==> config.mk <==
export PLATFORM = sky130hd
export DESIGN_NAME = descrambler_multiblock
export DESIGN_NICKNAME = d
export VERILOG_FILES = /design/src/rtl/pcs_pkg.sv /design/src/rtl/descrambler_block_slice.sv /design/src/rtl/descrambler_multiblock.sv
export SDC_FILE = /design/constraint.sdc
export NUM_CORES = 1
export LEC_CHECK = 0
export CORE_ASPECT_RATIO = 1.5
export CORE_MARGIN = 3
export CORE_UTILIZATION = 50
export DETAILED_ROUTE_END_ITERATION = 10
export PLACE_DENSITY = 0.85
export SETUP_SLACK_MARGIN = 0.3
export SYNTH_ARGS = -nofsm -noshare
export SYNTH_HDL_FRONTEND = slang
export SYNTH_HIERARCHICAL = 1
export SYNTH_SLANG_ARGS = --single-unit
==> constraint.sdc <==
create_clock -name i_clock -period 6.4 [get_ports i_clock]
set_clock_uncertainty 0.15 [all_clocks]
set_input_delay 1.28 -clock i_clock [delete_from_list [all_inputs] [get_ports i_clock]]
set_output_delay 1.28 -clock i_clock [all_outputs]
set_load 0.01 [all_outputs]
==> src/rtl/pcs_pkg.sv <==
// Shared PCS constants for the RX datapath.
// Block geometry, scrambler taps and sync-header codes.
package pcs_pkg;

    localparam int LEN_CODED_BLOCK = 66;
    localparam int LEN_SCRAMBLER   = 58;
    localparam int NB_SH           = 2;
    localparam int LEN_PAYLOAD     = LEN_CODED_BLOCK - NB_SH;

    localparam int TAP_A = 38;
    localparam int TAP_B = 57;

    localparam logic [NB_SH-1:0] SH_DATA = 2'b01;
    localparam logic [NB_SH-1:0] SH_CTRL = 2'b10;

endpackage

==> src/rtl/descrambler_block_slice.sv <==
// One 66-bit block of the self-synchronising descrambler.
// Pure combinational; slices chain state to state within a word.
module descrambler_block_slice
    import pcs_pkg::*;
(
    input  logic [LEN_SCRAMBLER-1:0]   i_state,
    input  logic [LEN_CODED_BLOCK-1:0] i_block,
    output logic [LEN_CODED_BLOCK-1:0] o_block,
    output logic [LEN_SCRAMBLER-1:0]   o_state,
    output logic                       o_sh_invalid
);

    logic [LEN_SCRAMBLER-1:0] st;
    logic [NB_SH-1:0]         sh;

    assign sh = i_block[LEN_CODED_BLOCK-1 -: NB_SH];

    // Only the two legal sync headers are accepted.
    assign o_sh_invalid = (sh != SH_DATA) && (sh != SH_CTRL);

    // Serial-equivalent descramble, MSB payload bit first.
    always_comb begin
        st      = i_state;
        o_block = i_block;
        for (int i = LEN_PAYLOAD - 1; i >= 0; i--) begin
            o_block[i] = i_block[i] ^ st[TAP_A] ^ st[TAP_B];
            st = {st[LEN_SCRAMBLER-2:0], i_block[i]};
        end
        o_state = st;
    end

endmodule

==> src/rtl/descrambler_multiblock.sv <==
// Multi-block 1+x^39+x^58 descrambler with valid gating,
// warm-up tracking and a saturating sync-header error count.
module descrambler_multiblock #(
    parameter int                          NB_BLOCKS       = 2,
    parameter int                          LEN_CODED_BLOCK = 66,
    parameter int                          LEN_SCRAMBLER   = 58,
    parameter logic [LEN_SCRAMBLER-1:0]    SEED            = '0,
    parameter int                          NB_ERR_CNT      = 16
) (
    input  logic                                 i_clock,
    input  logic                                 i_reset_n,
    input  logic                                 i_enable,
    input  logic                                 i_valid,
    input  logic                                 i_bypass,
    input  logic                                 i_clear_count,
    input  logic [NB_BLOCKS*LEN_CODED_BLOCK-1:0] i_data,
    input  logic [NB_BLOCKS-1:0]                 i_tag,
    output logic [NB_BLOCKS*LEN_CODED_BLOCK-1:0] o_data,
    output logic [NB_BLOCKS-1:0]                 o_tag,
    output logic                                 o_valid,
    output logic                                 o_seeded,
    output logic [NB_ERR_CNT-1:0]                o_sh_err_count
);

    import pcs_pkg::*;

    localparam int W  = NB_BLOCKS * LEN_CODED_BLOCK;
    localparam int CW = NB_ERR_CNT + 1;

    logic [LEN_SCRAMBLER-1:0] lfsr;
    logic [LEN_SCRAMBLER-1:0] chain [NB_BLOCKS+1];
    logic [W-1:0]             dsc;
    logic [NB_BLOCKS-1:0]     sh_bad;
    logic                     warm;
    logic                     accept;
    logic [CW-1:0]            cnt_sum;
    logic [NB_ERR_CNT-1:0]    cnt_next;

    assign accept   = i_enable & i_valid;
    assign chain[0] = lfsr;

    for (genvar g = 0; g < NB_BLOCKS; g++) begin : g_slice
        descrambler_block_slice u_slice (
            .i_state      (chain[g]),
            .i_block      (i_data[W-1-g*LEN_CODED_BLOCK -: LEN_CODED_BLOCK]),
            .o_block      (dsc[W-1-g*LEN_CODED_BLOCK -: LEN_CODED_BLOCK]),
            .o_state      (chain[g+1]),
            .o_sh_invalid (sh_bad[g])
        );
    end

    // Add this word's bad headers, clamping at all-ones.
    always_comb begin
        cnt_sum  = {1'b0, o_sh_err_count} + CW'($countones(sh_bad));
        cnt_next = cnt_sum[NB_ERR_CNT] ? '1 : cnt_sum[NB_ERR_CNT-1:0];
    end

    // Datapath, LFSR and warm-up tracking; bypass freezes the LFSR.
    always_ff @(posedge i_clock or negedge i_reset_n) begin
        if (!i_reset_n) begin
            lfsr     <= SEED;
            warm     <= 1'b0;
            o_data   <= '0;
            o_tag    <= '0;
            o_valid  <= 1'b0;
            o_seeded <= 1'b0;
        end else begin
            o_valid <= accept;
            if (accept) begin
                o_tag <= i_tag;
                if (i_bypass) begin
                    o_data   <= i_data;
                    o_seeded <= 1'b0;
                    warm     <= 1'b0;
                end else begin
                    o_data   <= dsc;
                    o_seeded <= warm;
                    warm     <= 1'b1;
                    lfsr     <= chain[NB_BLOCKS];
                end
            end
        end
    end

    // Error counter; clear wins and works without enable.
    always_ff @(posedge i_clock or negedge i_reset_n) begin
        if (!i_reset_n) begin
            o_sh_err_count <= '0;
        end else if (i_clear_count) begin
            o_sh_err_count <= '0;
        end else if (accept) begin
            o_sh_err_count <= cnt_next;
        end
    end

endmodule

==> impl_metrics.py <==
metrics = {
    "run_status": {
        "status": "completed",
    },
    "clocking": {
        "clockBufferDepth": 3,
        "cts-root-buf": "clkbuf_16",
        "cts.sinks": 211,
        "post_cts_buffers": 0,
        "clk_latency_ns": 0.50,
        "cts_resized": 0,
        "htree_levels": 1,
        "hold_buffers": 0,
        "cts_tree": "yes",
        "numCtsBuffers": 23,
        "clk_pin_slew_worst_paths_ns": 0.06,
    },
    "power_and_ir_drop": {
        "p_leak_nw": 7.78,
        "power.density_nw_per_um2": 272,
        "irDropWorstVdd_v": 0.000193,
    },
    "sta": {
        "whs_ns": 0.329,
        "fin_crit_sh": 0.603,
        "timing.fmax_ghz": 0.259,
        "worst_slack_ns": 2.54,
        "slew_headroom": 0.223,
        "final_max_slew_viol_count": 0,
        "fin_crit_ns": 3.86,
        "finalHoldViolations": 0,
        "grt_setup_unrepaired": "false",
        "tns_ns": 0,
        "setup_viol": 0,
        "tightest_slew_ns": 1.17,
    },
    "critical_path": {
        "reg2reg_to": "o_sh_err_count[3]",
        "critPathMaxFanout": 9,
        "critPathRequiredTime_ns": 6.63,
        "r2r_cells": 8,
        "reg2reg_from": "o_sh_err_count[0]",
        "cp.arrival_ns": 4.09,
        "cp-start-kind": "input pin",
        "critPathKind": "in2reg",
        "worst-r2r-setup-slack_ns": 3.64,
        "worst_setup_path_end_kind": "flop",
    },
    "drt": {
        "wl_per_cell_um": 22.6,
        "drt_wl_total_um": 35500,
        "vias": 8708,
        "vias_per_cell": 5.55,
        "drc": 0,
        "ant_nets": 0,
        "drt-initial-drc-count": 506,
        "dr.pass1.iters": 5,
    },
    "placed_design": {
        "post-place-cells": 1525,
        "routabilityCongestion": 0.870,
        "dpl_worst_slack_ns": 2.02,
        "portBuffers": 291,
        "placed_area_um2": 15500,
        "hpwl_um": 26000,
    },
    "hold_path": {
        "min_path_type": "reg2reg",
        "min_to": "o_data[85]",
        "hold_depth": 2,
        "hold_path_startpoint": "o_data[85]",
    },
    "die": {
        "io_pins": 292,
        "fp.dieW_um": 139,
        "die_h_um": 205,
        "core_area_um2": 25900,
        "die-area_um2": 28400,
        "fp-row-count": 72,
        "start_util": 0.511,
    },
    "logic_synthesis": {
        "synth_warnings": 6,
        "syn_area_per_cell_um2": 12.3,
        "synthesis.area_um2": 13200,
        "synth_seq_cells": 211,
        "synthCells": 1072,
        "seq_area_frac_synth": 0.400,
        "syn_nets": 1214,
        "synth_cell_types": 41,
    },
    "layout": {
        "nets": 1359,
        "drive_gt1_frac": 0.0893,
        "finish.instance_area_um2": 16200,
        "finalNonFillerCells": 1570,
        "syn2layout_area_growth_pct": 22.7,
    },
    "global_route": {
        "grt_max_degree": 133,
        "gr-total-overflow": 0,
        "antenna_found_initial": 6,
        "grt_first_pass_wirelength_um": 53500,
        "grt_use_total": 0.244,
        "grt_pass1_vias": 9018,
    },
    "run": {
        "drv_cap": 0,
    },
}
-- per-layer routing --
layer	routed length [um]	GRT usage	vias to the layer above
met5	11	0	-
met4	1720	0.108	2
met3	2160	0.0390	83
met2	18400	0.434	368
met1	13200	0.292	4329
li1	-	-	3926
-- cell usage in the layout (no fill, tap or decap), drive strengths merged, types with 3 or more instances in the layout --
cell	Yosys	routed
nor3	9	9
nor2	13	13
xor3	128	128
clkinv	0	5
diode	0	5
nand3	4	4
o21ai	138	138
clkbuf	37	34
dfrtp	211	211
a221oi	3	3
nor4	6	6
mux2	58	58
clkdlybuf4s50	0	289
o21bai	3	3
nand2	146	146
inv	12	12
a211oi	3	3
a21oi	3	3
buf	139	6
mux2i	134	134
nand4	5	5
a31oi	3	3
-- metrics by stage --
step	util	total power, mW
6_report	0.627	4.41
5_1_grt	0.627	4.61
4_1_cts	0.626	4.45
3_5_place_dp	0.598	3.14
3_3_place_gp	0.598	3.09
2_1_floorplan	-	2.52
-- worst max-delay path: stages --
cell and delay, ns:
clkdlybuf4s50_1 0.54, xnor2_1 0.15, inv_1 0.09, fa_1 0.43, inv_1 0.09, ha_1 0.19
nand3_2 0.19, nor4_2 0.58, nor2_1 0.20, a221oi_1 0.33
-- synthesized netlist by cell type (all sizes together) --
| cell type | instances | area [um^2] |
|---|---|---|
| a21o | 1 | 7.51 |
| nor2 | 13 | 48.8 |
| nor4 | 6 | 43.8 |
| a31oi | 3 | 18.8 |
| xnor2 | 2 | 17.5 |
| nand3 | 4 | 25.0 |
| nand2b | 1 | 6.26 |
| o31a | 1 | 8.76 |
| ha | 1 | 12.5 |
| a21oi | 3 | 18.8 |
| or4 | 1 | 7.51 |
| and4b | 1 | 10.0 |
| a211oi | 3 | 22.5 |
| a41o | 1 | 10.0 |
| nor3 | 9 | 45.0 |
| nand4 | 5 | 43.8 |
| and3 | 2 | 12.5 |
| o21ai | 138 | 691 |
| dfrtp | 211 | 5280 |
| clkbuf | 37 | 139 |
| nand4b | 1 | 8.76 |
| inv | 12 | 45.0 |
| nand3b | 1 | 7.51 |
| fa | 1 | 20.0 |
| mux2i | 134 | 1340 |
| mux2 | 58 | 653 |
| o21bai | 3 | 22.5 |
| nand2 | 146 | 548 |
| a221oi | 3 | 26.3 |
| xor3 | 128 | 3050 |
| buf | 139 | 988 |
| a311oi | 2 | 17.5 |
| o22ai | 1 | 6.26 |
-- cell type report --
class	instances	area (um^2)
multi-input combinational	673	6770
antenna	5	12.5
sequential	211	5280
clock inverter	7	62.6
fill	1945	9650
inverter	12	45.0
clock buffer	33	663
tap	333	417
timing repair buffer	296	2960
-- worst max-delay path by stage --
stage,startpoint,endpoint,depth (start not counted)
2_1_floorplan,i_data[131],o_sh_err_count[15],10
3_3_place_gp,i_data[131],o_sh_err_count[15],10
3_5_place_dp,i_data[130],o_sh_err_count[3],10
4_1_cts,i_data[130],o_sh_err_count[3],10
5_1_grt,i_data[130],o_sh_err_count[13],10
6_report,i_data[130],o_sh_err_count[3],10
-- logic make-up after synthesis --
logic type | share of synthesized area
compound gates | 0.0643
xor+xnor | 0.232
fa+ha+maj | 0.00246
buf+inv | 0.0888
flops | 0.400
mux | 0.151
simple gates | 0.0611
-- report_power, final --
part	switching (mW)	internal, mW
Clock	0.540	0.757
Sequential	0.176	1.57
Combinational	0.518	0.849
Total	1.23	3.17
-- sequential cells by signal (all words and copies together) (netlist names) --
signal	flops
o_valid	1
o_seeded	1
warm	1
o_sh_err_count	16
o_data	132
o_tag	2
lfsr	58
No activity file was read; power rests on OpenSTA's default activity.
